File: src/rtl/cache_memory.sv
// Direct-mapped, write-back, write-allocate cache with a word-wide CPU port,
// a line-wide memory-driver port and a full-cache flush walker.
module cache_memory #(
  parameter int ADDR_W     = 32,
  parameter int WORD_W     = 32,
  parameter int LINE_WORDS = 4,
  parameter int LINES      = 4,
  localparam int BO = $clog2(WORD_W/8),
  localparam int WO = $clog2(LINE_WORDS),
  localparam int IX = $clog2(LINES),
  localparam int LA = ADDR_W - BO - WO
) (
  input  logic                         CLK,
  input  logic                         RST_N,
  input  logic                         REQ,
  input  logic                         RW,
  input  logic [ADDR_W-1:0]            ADDRESS,
  input  logic [WORD_W-1:0]            WDATA,
  output logic [WORD_W-1:0]            RDATA,
  output logic                         DONE,
  output logic                         PENDING,
  input  logic                         FLUSH,
  output logic                         FLUSH_DONE,
  output logic                         DRIVER_REQ,
  output logic                         DRIVER_RW,
  output logic [LA-1:0]                DRIVER_ADDRESS,
  output logic [WORD_W*LINE_WORDS-1:0] DRIVER_WDATA,
  input  logic [WORD_W*LINE_WORDS-1:0] DRIVER_RDATA,
  input  logic                         DRIVER_ACK
);
  localparam int TW = LA - IX;
  localparam int LW = WORD_W * LINE_WORDS;
  localparam logic [IX-1:0] LAST = IX'(LINES - 1);

  typedef enum logic [2:0] {S_IDLE, S_WB, S_FILL, S_FSCAN, S_FWB} state_t;
  state_t r_state, w_next;

  logic [LINES-1:0]  r_valid, r_dirty;
  logic [TW-1:0]     r_tag  [LINES];
  logic [LW-1:0]     r_data [LINES];
  logic              r_rw;
  logic [LA-1:0]     r_line;
  logic [WO-1:0]     r_word;
  logic [WORD_W-1:0] r_wdata, r_rdata;
  logic [IX-1:0]     r_fidx;
  logic              r_done, r_fdone, r_dreq, r_drw;
  logic [LA-1:0]     r_daddr;
  logic [LW-1:0]     r_dwdata;

  logic [WO-1:0] w_word;
  logic [IX-1:0] w_idx, w_lidx;
  logic [TW-1:0] w_tag;
  logic [LA-1:0] w_line;
  logic          w_hit, w_accept, w_vdirty, w_fdirty, w_flast, w_fill_ack;
  logic          w_pending, w_wb_go, w_fill_go, w_fwb_go, w_fdone_set, w_fadv;
  logic [LW-1:0] w_fill_line;
  logic          w_unused;

  assign w_word     = ADDRESS[BO +: WO];
  assign w_idx      = ADDRESS[BO+WO +: IX];
  assign w_tag      = ADDRESS[ADDR_W-1 -: TW];
  assign w_line     = ADDRESS[ADDR_W-1 -: LA];
  assign w_lidx     = r_line[IX-1:0];
  assign w_hit      = r_valid[w_idx] && (r_tag[w_idx] == w_tag);
  assign w_vdirty   = r_valid[w_idx] && r_dirty[w_idx];
  assign w_fdirty   = r_valid[r_fidx] && r_dirty[r_fidx];
  assign w_flast    = (r_fidx == LAST);
  assign w_accept   = (r_state == S_IDLE) && REQ;
  assign w_fill_ack = (r_state == S_FILL) && DRIVER_ACK;
  assign w_unused   = ^ADDRESS;

  always_comb begin
    w_fill_line = DRIVER_RDATA;
    if (r_rw) w_fill_line[r_word*WORD_W +: WORD_W] = r_wdata;
  end

  always_ff @(posedge CLK or negedge RST_N)
    if (!RST_N) r_state <= S_IDLE;
    else        r_state <= w_next;

  always_comb begin
    w_next = r_state;
    case (r_state)
      S_IDLE:  if (REQ) begin
                 if (!w_hit) w_next = w_vdirty ? S_WB : S_FILL;
               end else if (FLUSH) w_next = S_FSCAN;
      S_WB:    if (DRIVER_ACK) w_next = S_FILL;
      S_FILL:  if (DRIVER_ACK) w_next = S_IDLE;
      S_FSCAN: if (w_fdirty) w_next = S_FWB;
               else if (w_flast) w_next = S_IDLE;
      S_FWB:   if (DRIVER_ACK) w_next = w_flast ? S_IDLE : S_FSCAN;
      default: w_next = S_IDLE;
    endcase
  end

  always_comb begin
    w_pending   = (r_state != S_IDLE);
    w_wb_go     = w_accept && !w_hit && w_vdirty;
    w_fill_go   = (w_accept && !w_hit && !w_vdirty) || ((r_state == S_WB) && DRIVER_ACK);
    w_fwb_go    = (r_state == S_FSCAN) && w_fdirty;
    w_fadv      = ((r_state == S_FSCAN) && !w_fdirty) || ((r_state == S_FWB) && DRIVER_ACK);
    w_fdone_set = w_fadv && w_flast;
  end

  // Driver-side fields only move when a transfer is launched, so they stay
  // stable for the whole REQ..ACK window.
  always_ff @(posedge CLK or negedge RST_N) begin
    if (!RST_N) begin
      r_valid  <= '0;
      r_dirty  <= '0;
      r_rw     <= 1'b0;
      r_line   <= '0;
      r_word   <= '0;
      r_wdata  <= '0;
      r_fidx   <= '0;
      r_rdata  <= '0;
      r_done   <= 1'b0;
      r_fdone  <= 1'b0;
      r_dreq   <= 1'b0;
      r_drw    <= 1'b0;
      r_daddr  <= '0;
      r_dwdata <= '0;
    end else begin
      r_dreq  <= w_wb_go || w_fill_go || w_fwb_go;
      r_done  <= (w_accept && w_hit) || w_fill_ack;
      r_fdone <= w_fdone_set;
      if (w_accept) begin
        r_rw    <= RW;
        r_line  <= w_line;
        r_word  <= w_word;
        r_wdata <= WDATA;
      end
      if (w_accept && w_hit) begin
        if (RW) r_dirty[w_idx] <= 1'b1;
        else    r_rdata <= r_data[w_idx][w_word*WORD_W +: WORD_W];
      end
      if (w_wb_go) begin
        r_drw    <= 1'b1;
        r_daddr  <= {r_tag[w_idx], w_idx};
        r_dwdata <= r_data[w_idx];
      end
      if (w_fwb_go) begin
        r_drw    <= 1'b1;
        r_daddr  <= {r_tag[r_fidx], r_fidx};
        r_dwdata <= r_data[r_fidx];
      end
      if (w_fill_go) begin
        r_drw   <= 1'b0;
        r_daddr <= (r_state == S_IDLE) ? w_line : r_line;
      end
      if ((r_state == S_WB) && DRIVER_ACK) r_dirty[w_lidx] <= 1'b0;
      if ((r_state == S_FWB) && DRIVER_ACK) r_dirty[r_fidx] <= 1'b0;
      if (w_fill_ack) begin
        r_valid[w_lidx] <= 1'b1;
        r_dirty[w_lidx] <= r_rw;
        if (!r_rw) r_rdata <= DRIVER_RDATA[r_word*WORD_W +: WORD_W];
      end
      if ((r_state == S_IDLE) && !REQ && FLUSH) r_fidx <= '0;
      else if (w_fadv && !w_flast)              r_fidx <= r_fidx + 1'b1;
    end
  end

  // Line contents and tags are qualified by the valid bits, so no reset.
  always_ff @(posedge CLK) begin
    if (w_accept && w_hit && RW) r_data[w_idx][w_word*WORD_W +: WORD_W] <= WDATA;
    if (w_fill_ack) begin
      r_data[w_lidx] <= w_fill_line;
      r_tag[w_lidx]  <= r_line[LA-1 -: TW];
    end
  end

  assign RDATA          = r_rdata;
  assign DONE           = r_done;
  assign PENDING        = w_pending;
  assign FLUSH_DONE     = r_fdone;
  assign DRIVER_REQ     = r_dreq;
  assign DRIVER_RW      = r_drw;
  assign DRIVER_ADDRESS = r_daddr;
  assign DRIVER_WDATA   = r_dwdata;
endmodule

File: config.mk
export PLATFORM = sky130hd
export DESIGN_NAME = cache_memory
export DESIGN_NICKNAME = d
export VERILOG_FILES = /design/src/rtl/cache_memory.sv
export SDC_FILE = /design/constraint.sdc
export NUM_CORES = 1
export LEC_CHECK = 0
export ABC_CLOCK_PERIOD_IN_PS = 5800
export BUFFER_PORTS_ARGS = -buffer_cell sky130_fd_sc_hd__buf_2
export CAP_MARGIN = 20
export CORE_MARGIN = 2
export CORE_UTILIZATION = 30
export CTS_CLUSTER_DIAMETER = 100
export DETAILED_ROUTE_END_ITERATION = 8
export HOLD_SLACK_MARGIN = 0.03
export MAX_ROUTING_LAYER = met4
export PLACE_DENSITY_LB_ADDON = 0.15
export SETUP_SLACK_MARGIN = 0.05
export SLEW_MARGIN = 20
export SYNTH_ARGS = -nofsm -noshare
export SYNTH_HDL_FRONTEND = slang
export SYNTH_SLANG_ARGS = --single-unit
File: constraint.sdc
create_clock -name CLK -period 5.8 [get_ports CLK]
set_clock_uncertainty 0.15 [all_clocks]
set_input_delay 0.87 -clock CLK [delete_from_list [all_inputs] [get_ports CLK]]
set_output_delay 0.87 -clock CLK [all_outputs]
set_load 0.005 [all_outputs]
==> impl_results.md <==
- Status: complete, no violations
- Hold_ws: 0.244 ns
- Postcts setup bufs: 0
- Root buf cell: clkbuf_16
- Nets: 3511
- I/O pin count: 391
- Worst R2R Path Depth: 9
- Final Max Slew Viols: 0
- Die area: 145000 um^2
- Switching Share: 35.2%
- Final setup fails: 0
- Most frequent cells in the layout: 616 x edfxtp_1, 416 x nand2_1, 385 x buf_2
- Post-synth ARST share: 30.3%
- Worst-path fanout max: 34
- Vias post-DR: 29000
- Post-route minimum period: 4.25 ns
- Power Density: 492 nW/um^2
- Primary FF master, synth: edfxtp_1
- H-tree depth: 3
- Setup TNS: 0 ns
- Die Span Y: 381 um
- Fill cells: 13700
- YS warnings: 0
- Hold WC Path Type: input pin to register
- Commonest non-fill, non-tap cell in the layout: edfxtp_1
- Post-detailed-route count of antenna-violating nets: 0
- Largest net degree at the start of global routing: 132
- Remaining DRCs: 0
- DRT iter0 DRCs: 2526
- Gpl congestion: 0.795
- CORE AREA: 141000 um^2
- Power, Total: 0.0249 W
- Area grow syn2layout: 18.8%
- Total CTS buffers: 105
- CTS max path bufs: 3
- Grt ovf: 0
- Clock network power share: 27.5%
- Static leakage: 18.0 nW
- Syn_area_per_cell: 14.4 um^2
- DPL Wire Length: 100000 um
- Clk sinks: 884
- Worst EP arrival: 4.50 ns
- Internal Dissipation: 0.0161 W
- Synthesized area: 42600 um^2
- First-pass GRT wire length: 226000 um
- Layout cell share with drive strength beyond 1: 31.3%
- Vias/cell: 5.47
- Final Hold Fails: 0
- RSZ-0062 raised after global routing: no
- Relative slew slack: 25.1%
- Num rows: 138
- Starting density of the core: 30.1%
- Number of global-route vias before repair: 29600
- Post-synth EDFFs: 616
- Detail-routed net length per standard cell: 30.1 um
- Max VDD drop: 330 uV
- Worst-Margin Slew: 1.12 ns
- Number of buffers inserted by port buffering: 388
- Post-route clock period utilization: 73.4%
- GRT Total Usage: 22.4%
- CTS tree: yes
- Fmax: 0.235 GHz
- Seq cells post-synth: 884
- Worst path required time: 6.05 ns
- Crit path launch type: input pin
- Initial antenna violation count: 19
- Sequential area share after synthesis: 59.2%
- Netlist cell types: 67
- Clk_lat worst skew: 0.73 ns
- Max Cap Viol: 0
- Synthesized instance count: 2965
- Synthesized Nets: 3177
- Share of total power in combinational logic: 32.7%
- CTS clock-pin slew for the worst setup and hold paths: 0.06 ns
- Routed Wire Length: 159000 um
- Sequential Power Share: 39.7%
- Die width: 381 um
- Drt first pass iters: 6
- Hold path cells: 3
- Switching pwr: 0.00877 W
- Endpoint class of the critical path: register
- Crit Path Category: input pin to register
## flip-flops by register name, indices dropped and copies added (netlist names), 28 cells and up
name / flops
DRIVER_WDATA: 128
r_line: 28
r_tag: 104
r_wdata: 32
r_data: 512
DRIVER_ADDRESS: 28
RDATA: 32
## power by group through the flow
stage	logic, W	clock network, W	registers (W)
2_1_floorplan	0.00496	0	0.00956
5_1_grt	0.00882	0.00723	0.0101
3_3_place_gp	0.00822	0	0.00998
3_5_place_dp	0.00827	0	0.0100
4_1_cts	0.00829	0.00700	0.00989
6_report	0.00815	0.00685	0.00989
## final cells by class
type	count	area [um^2]	area share, %
antenna	12	30.0	0.0594
clock buffer	147	2990	5.91
clock inverter	51	579	1.15
inverter	29	109	0.215
multi-input combinational	1806	16400	32.4
sequential	884	25200	49.9
tap	1890	2360	4.68
timing repair buffer	473	2910	5.76
## cell families after synthesis
family,Yosys count,synth area share [%]
flip-flops,884,59.2
AO/OA/AOI/OAI,694,10.1
AND/OR/NAND/NOR,643,6.18
multiplexers,431,20.8
buffers and inverters,275,2.73
XOR/XNOR,24,0.494
adder cells (fa/ha/maj),14,0.412
## worst max-delay path: stages
cell and delay (ns):
buf_8 0.30, mux4_2 0.58, xor2_1 0.18, nor4_2 0.43
and4_4 0.34, nand3_4 0.15, or2_1 0.41, nor4_4 0.42
a21o_2 0.47, buf_12 0.30
## what timing repair did
item                      in CTS  in global routing
hold endpoints to repair      54                  0
resized for setup              0                  0
hold buffers                   1                  0
## Yosys cell counts (all sizes together) (4+ instances only)
cell type	number	area share, %
edfxtp	616	43
nand2	421	3.7
mux4	363	19
dfrtp	268	16
o21ai	191	2.2
clkbuf	173	1.5
nor2	162	1.4
a21oi	145	1.7
o22ai	136	2.0
a22oi	130	2.3
buf	73	0.94
mux2i	66	1.6
inv	29	0.26
nand3	21	0.29
a21o	16	0.28
xnor2	16	0.33
o211a	15	0.35
o22a	15	0.31
ha	14	0.41
a211o	11	0.23
xor2	8	0.16
and4	6	0.13
or2	6	0.088
nor4	5	0.16
nor4b	5	0.10
o211ai	5	0.10
a32oi	4	0.082
nor3	4	0.059
## metal layers
layer	part of all wire [%]	track usage (%)	wire, um	up-vias
met3	7.1	4.72	11400	239
li1	-	-	-	12400
met1	43	29.6	68600	15300
met4	3.0	7.08	4770	0
met5	0	-	0	-
met2	47	34.5	74600	1060
## final timing paths
| check | to | start | slack [ns] |
|---|---|---|---|
| setup / recovery | r_data[3][103] | ADDRESS[4] | 1.55 |
| hold / removal | r_line[24] | ADDRESS[28] | 0.24 |
| setup reg to reg | r_data[3][103] | r_tag[3][10] | 1.70 |
| hold reg to reg | DRIVER_ADDRESS[12] | DRIVER_ADDRESS[12] | 0.34 |
| max in group asynchronous | DRIVER_WDATA[23] | RST_N | 3.70 |
| min in group asynchronous | DRIVER_WDATA[69] | RST_N | 0.51 |
## per-stage QoR
| stage | utilization (%) | std cells | setup slack (ns) | instance area (um^2) |
|---|---|---|---|---|
| 2_1_floorplan | - | 2965 | 0.836 | 42600 |
| 3_3_place_gp | 33.3 | 5081 | 0.796 | 47000 |
| 3_5_place_dp | 33.3 | 5081 | 0.824 | 47000 |
| 4_1_cts | 35.8 | 5280 | 1.58 | 50500 |
| 5_1_grt | 35.8 | 5291 | 1.43 | 50600 |
| 6_report | 35.8 | 5292 | 1.55 | 50600 |
Power figures use the tool's default switching activity.
